===== config.mk =====
export PLATFORM = sky130hd
export DESIGN_NAME = fsm4_array
export DESIGN_NICKNAME = d
export VERILOG_FILES = /design/src/rtl/fsm4_pkg.sv /design/src/rtl/fsm4_chan.sv /design/src/rtl/fsm4_array.sv
export SDC_FILE = /design/constraint.sdc
export NUM_CORES = 1
export LEC_CHECK = 0
export ABC_AREA = 1
export CORE_UTILIZATION = 35
export DETAILED_ROUTE_END_ITERATION = 16
export GPL_ROUTABILITY_DRIVEN = 1
export PLACE_DENSITY = 0.77
export SYNTH_ARGS = -nofsm -noshare
export SYNTH_HDL_FRONTEND = slang
export SYNTH_SLANG_ARGS = --single-unit

===== constraint.sdc =====
create_clock -name clk -period 1.1 [get_ports clk]
set_clock_uncertainty 0.15 [all_clocks]
set_input_delay 0.165 -clock clk [delete_from_list [all_inputs] [get_ports clk]]
set_output_delay 0.165 -clock clk [all_outputs]
set_load 0.005 [all_outputs]

===== src/rtl/fsm4_pkg.sv =====
// Shared definitions for the fsm4 channel array: state encoding and the
// per-channel next-state rule.
package fsm4_pkg;

    typedef enum logic [1:0] {
        S0 = 2'b00,
        S1 = 2'b01,
        S2 = 2'b10,
        S3 = 2'b11
    } fsm4_state_t;

    // Any (x,z) combination not named below leaves the state where it is.
    function automatic fsm4_state_t fsm4_next(input fsm4_state_t cur,
                                              input logic x,
                                              input logic z);
        fsm4_state_t nxt;
        nxt = cur;
        case (cur)
            S0: if (!x && z) nxt = S1; else nxt = S0;
            S1: if (x && z)  nxt = S2; else nxt = S1;
            S2: if (x)       nxt = S0;
                else if (z)  nxt = S3;
                else         nxt = S2;
            S3: if (x && !z) nxt = S2; else nxt = S3;
            default:         nxt = S0;
        endcase
        return nxt;
    endfunction

endpackage


===== src/rtl/fsm4_chan.sv =====
// One x/z sequencing channel: state register, registered y and an optional
// saturating S2-entry counter (built only when FSM4_ARRAY_CNT_EN is defined).
module fsm4_chan
    import fsm4_pkg::*;
#(
    parameter int CNT_W = 8
) (
    input  logic             clk,
    input  logic             rst,
    input  logic             en,
    input  logic             x,
    input  logic             z,
    input  logic             clr,
    output logic             y,
    output fsm4_state_t      state,
    output logic [CNT_W-1:0] cnt
);

    fsm4_state_t state_r;
    fsm4_state_t state_nxt_s;
    logic        y_r;

    // Next-state selection; a disabled channel ignores x and z.
    always_comb begin
        state_nxt_s = state_r;
        if (en) begin
            state_nxt_s = fsm4_next(state_r, x, z);
        end else begin
            state_nxt_s = state_r;
        end
    end

    // State and y registers; y is registered from the next state so it
    // always matches the state register.
    always_ff @(posedge clk) begin
        if (rst) begin
            state_r <= S0;
            y_r     <= 1'b0;
        end else begin
            state_r <= state_nxt_s;
            y_r     <= (state_nxt_s == S2);
        end
    end

    assign state = state_r;
    assign y     = y_r;

`ifdef FSM4_ARRAY_CNT_EN
    localparam logic [CNT_W-1:0] CNT_MAX = {CNT_W{1'b1}};
    localparam logic [CNT_W-1:0] CNT_ONE = {{(CNT_W-1){1'b0}}, 1'b1};

    logic [CNT_W-1:0] cnt_r;
    logic             entry_s;

    assign entry_s = (state_nxt_s == S2) && (state_r != S2);

    // S2-entry counter; clr beats a simultaneous entry, and the count sticks at max.
    always_ff @(posedge clk) begin
        if (rst) begin
            cnt_r <= {CNT_W{1'b0}};
        end else if (clr) begin
            cnt_r <= {CNT_W{1'b0}};
        end else if (entry_s && (cnt_r != CNT_MAX)) begin
            cnt_r <= cnt_r + CNT_ONE;
        end else begin
            cnt_r <= cnt_r;
        end
    end

    assign cnt = cnt_r;
`else
    logic unused_clr_s;

    assign unused_clr_s = clr;
    assign cnt          = {CNT_W{1'b0}};
`endif

endmodule


===== src/rtl/fsm4_array.sv =====
// CH independent fsm4 channels with packed state/y/cnt outputs.
// Counters exist only when FSM4_ARRAY_CNT_EN is defined; otherwise cnt is 0.
module fsm4_array
    import fsm4_pkg::*;
#(
    parameter int CH    = 4,
    parameter int CNT_W = 8
) (
    input  logic                clk,
    input  logic                rst,
    input  logic [CH-1:0]       en,
    input  logic [CH-1:0]       x,
    input  logic [CH-1:0]       z,
    input  logic                clr,
    output logic [CH-1:0]       y,
    output logic [2*CH-1:0]     state,
    output logic [CNT_W*CH-1:0] cnt
);

    for (genvar i = 0; i < CH; i++) begin : g_chan
        fsm4_state_t chan_state_s;

        fsm4_chan #(
            .CNT_W (CNT_W)
        ) u_chan (
            .clk   (clk),
            .rst   (rst),
            .en    (en[i]),
            .x     (x[i]),
            .z     (z[i]),
            .clr   (clr),
            .y     (y[i]),
            .state (chan_state_s),
            .cnt   (cnt[CNT_W*i +: CNT_W])
        );

        assign state[2*i +: 2] = chan_state_s;
    end

endmodule


* After elaboration in Yosys (flattened, before gate mapping) *
Cells that the tools add are included.

word-level totals
  register bits after elaboration = 12
  output and inout port bits = 44

operators by class
  equal/unequal tests = 16
  multiplexer cells = 28
  reductions and logical operators = 24

operators by type and width
  operator                                        count
  case mux 2 bit (4 select lines)                 4
  == test 2 bit (second input constant)           12
  2-to-1 mux 2 bit                                12
  logical AND 1 bit                               12
  2-to-1 mux 1 bit                                12
  == test 2 x 1 -> 1 bit (second input constant)  4
  logical NOT 1 bit                               8
  logical NOT 2 bit                               4

* Logic depth before layout (Yosys ltp) *
  depth in word-level cells = 6
  mapped depth = 7

* Cells and area by module *
From an unflattened synthesis, not the netlist that was laid out.

unflattened totals
  cell total of the unflattened synthesis = 140
  area total of the unflattened synthesis = 885.8 sq um

by module, submodules not included
  module     instances  seq. area each (sq um)  cells an instance  area each (sq um)
  fsm4_chan  4          60.1                    35                 221.5

* Worst setup path before layout *
No wires, ideal clock.

  kind = register to register
  start = register g_chan[0].u_chan.state_r[1]
  end = register g_chan[0].u_chan.y_r
  arrival time = 661 ps
  buffers on the path = 0
  slack = 181 ps
  cell stages (with the launch flop) = 8
  clock period less this slack = 919 ps
  cells stage by stage = dfxtp_1 inv_1 nand2_1 nand2_1 nand2_1 nand2_1 nand2_1 inv_1

on the way
  longest elaborated chain between the ends = 4
  elaborated cells between the ends (all ways) = 7
  classes of those cells = eq/ne (4); mux (2); reduce/logical (1)

ends and longest elaborated chain
  element                                RTL line         RTL
  from (decl)                            fsm4_chan.sv:19  fsm4_state_t state_r;
  from (signal assigned)                 fsm4_chan.sv:40  state_r <= state_nxt_s;
  == test 2 bit (tied with other cells)  fsm4_pkg.sv:18   case (cur)
  case mux 2 bit (4 select lines)        fsm4_pkg.sv:18
  2-to-1 mux 2 bit *                     fsm4_chan.sv:26  if (en) begin
  == test 2 bit *                        fsm4_chan.sv:41  y_r <= (state_nxt_s == S2);
  to (signal assigned)                   fsm4_chan.sv:41
  to (decl)                              fsm4_chan.sv:21  logic y_r;

Every way passes the cells marked *; elsewhere a longest branch is shown, timed or not.
A chain may end at the register's enable or synchronous reset.

* Worst setup path after layout *
  start = register g_chan[1].u_chan.state_r[1]
  end = register g_chan[1].u_chan.state_r[0]

on the way
  longest elaborated chain between the ends = 3
  elaborated cells between the ends (all ways) = 6
  classes of those cells = eq/ne (3); mux (2); reduce/logical (1)

ends and longest elaborated chain
  element                                RTL line
  from (decl)                            fsm4_chan.sv:19
  from (signal assigned)                 fsm4_chan.sv:40
  == test 2 bit (tied with other cells)  fsm4_pkg.sv:18
  case mux 2 bit (4 select lines) *      fsm4_pkg.sv:18
  2-to-1 mux 2 bit *                     fsm4_chan.sv:26

Marked as above.

==> results.cfg <==
[placement]
dp.final_hpwl_microns = 1110
io_buffers = 25
pre_cts_slack_ns = -0.257
dp_cells = 187
gp_congestion = 0.731

[floorplan]
die_width_microns = 51.6
fp.dieH_microns = 51.6
num_io_pins = 59
die-area_sq_mm = 0.00266
core_sq_mm = 0.00225
initial_core_util = 0.381
rows = 17

[worst_setup_path]
reg2reg_from = g_chan[1].u_chan.state[1]
start_kind = flip-flop
path_max_fanout = 3
required_ns = 1.13
end_kind = flip-flop
crit_type = reg2reg
cp.arrival_ns = 1.07
startpoint = g_chan[1].u_chan.state[1]

[finish]
num_antenna_cells = 0
layout-drive-gt1-share = 0.276
fillCellCount = 250
multiInputGateArea_sq_um = 390
ff_latch_area_sq_um = 251
final_cells = 191
area_growth_pct = 22.1
layout.nets = 179

[sta]
max_freq_ghz = 0.953
timing.hold.ws_ns = 0.345
slew_violations = 0
setup_ws_ns = 0.0508
finalHoldViolCount = 0
rsz0062_at_grt = yes
period_needed_ns = 1.05
setup-violations-final = 0
min_period_over_period = 0.954

[clocking]
clkLatencyLatePin_ns = 0.27
htree_levels = 1
cts-root-buf = clkbuf_4
postCtsHoldBufs = 0
cts_max_path_buffers = 2
cts_sinks = 12
numCtsBuffers = 3
cts_tree = done
clk_pin_slew_ns = 0.08

[grt]
grt_use_total = 0.0998
grt_pass1_vias = 538
grt_antenna_before_repair = 0
grt_max_degree = 8
grt_overflow = 0
grt_first_pass_wirelength_microns = 1910

[synthesis]
ys_seq_area_frac = 0.279
syn_inst = 133
ys_warn_count = 0
synth_largest_area_cell = buf_4
synth.area.top_cells = buf_4 (31%), dfxtp_1 (28%), nand2_1 (15%)
syn_area_per_cell_sq_um = 6.46
ys_types = 12
synth_area_sq_um = 860
synth_top_area_share = 0.314
ys_ff_latch = 12

[routing]
routed_via_density = 3.65
drtPass1Iterations = 4
remaining_drc_errors = 0
initialDrtViolationCount = 6
wl_per_cell_microns = 7.03
vias = 697
routed_wl_microns = 1340
antenna_left = 0

[pwr]
p_total_mw = 1.04
total_leakage_power_nw = 0.634
power-per-cell-area_mw_per_mm2 = 986
peakVddDrop_uv = 676

[worst_hold_path]
hold_path.class = in2reg
min-delay-start = rst

[status]
outcome = complete, no violations

[job]
cap_violations = 0
==> worst max-delay path: stages, from the launching register on <==
cell and delay (ns):
dfxtp_2 0.33, buf_6 0.12, nand2_2 0.06, inv_2 0.03, nor2_2 0.11, nand2_2 0.07
nand2_1 0.05, nor2_1 0.03
==> metal layers <==
layer / up-vias / share of wire / global-route usage
li1: 380 / - / -
met1: 290 / 0.38 / 0.0899
met4: 0 / 0 / 0.0135
met2: 27 / 0.52 / 0.193
met3: 0 / 0.098 / 0.0585
met5: - / 0 / 0
==> power breakdown <==
group / switching, mW / leakage, nW / total, mW / internal (mW)
combinational: 0.121 / 0.511 / 0.224 / 0.103
clock: 0.147 / 0.0210 / 0.348 / 0.201
sequential: 0.00762 / 0.102 / 0.464 / 0.456
total: 0.275 / 0.634 / 1.04 / 0.760
==> flip-flops by register name, indices dropped and copies added (netlist names) <==
| signal | cells |
|---|---|
| g_chan.u_chan.state | 8 |
| g_chan.u_chan.y | 4 |
==> layout by cell type (no fill, tap or decap), types with 5 or more instances in the layout <==
master / netlist / final
nand2_1: 34 / 30
dfxtp_2: 0 / 9
conb_1: 1 / 32
buf_2: 0 / 10
nand3_1: 11 / 11
nor2_1: 7 / 5
clkdlybuf4s50_1: 0 / 13
inv_1: 26 / 23
buf_4: 36 / 5
==> kinds of logic (layout without fill, tap and decap cells) <==
kind of cell,Yosys count,in the layout,share of synthesized area
other cells,1,32,0.00436
buf+inv,62,61,0.428
flops,12,12,0.279
simple gates,55,55,0.271
compound gates,3,3,0.0175
==> area by class of cell <==
type                       instances  share of cell area
clock buffer                       4              0.0346
tap                               28              0.0334
multi-input combinational         90               0.372
sequential                        12               0.240
inverter                          26              0.0930
timing repair buffer              31               0.228
==> final timing paths <==
| path | depth (start not counted) | slack, ns | to |
|---|---|---|---|
| max | 7 | 0.05 | g_chan[1].u_chan.state[0] |
| min | 2 | 0.35 | g_chan[3].u_chan.state[0] |
| max reg2reg | 7 | 0.05 | g_chan[1].u_chan.state[0] |
| min reg2reg | 3 | 0.41 | g_chan[1].u_chan.y |
==> cells in the mapped netlist, drive strengths merged <==
master	count
nand2	34
nand3	11
a21oi	1
nor2	10
inv	26
dfxtp	12
conb	1
buf	36
o21ai	2
==> stage by stage <==
step	TNS (ns)	instance area (sq um)	utilization
4_1_cts	0	1030	0.458
3_5_place_dp	-2.21	1040	0.459
3_3_place_gp	-1.95	1040	0.459
5_1_grt	-0.0136	1050	0.466
6_report	0	1050	0.466
2_1_floorplan	0	976	-
==> timing repair <==
item | CTS | global route
buffers inserted | 0 | 0
pin swaps | 0 | 3
gates resized for setup | 52 | 15
setup endpoints to repair | 12 | 9
(Power assumes the default switching activity.)
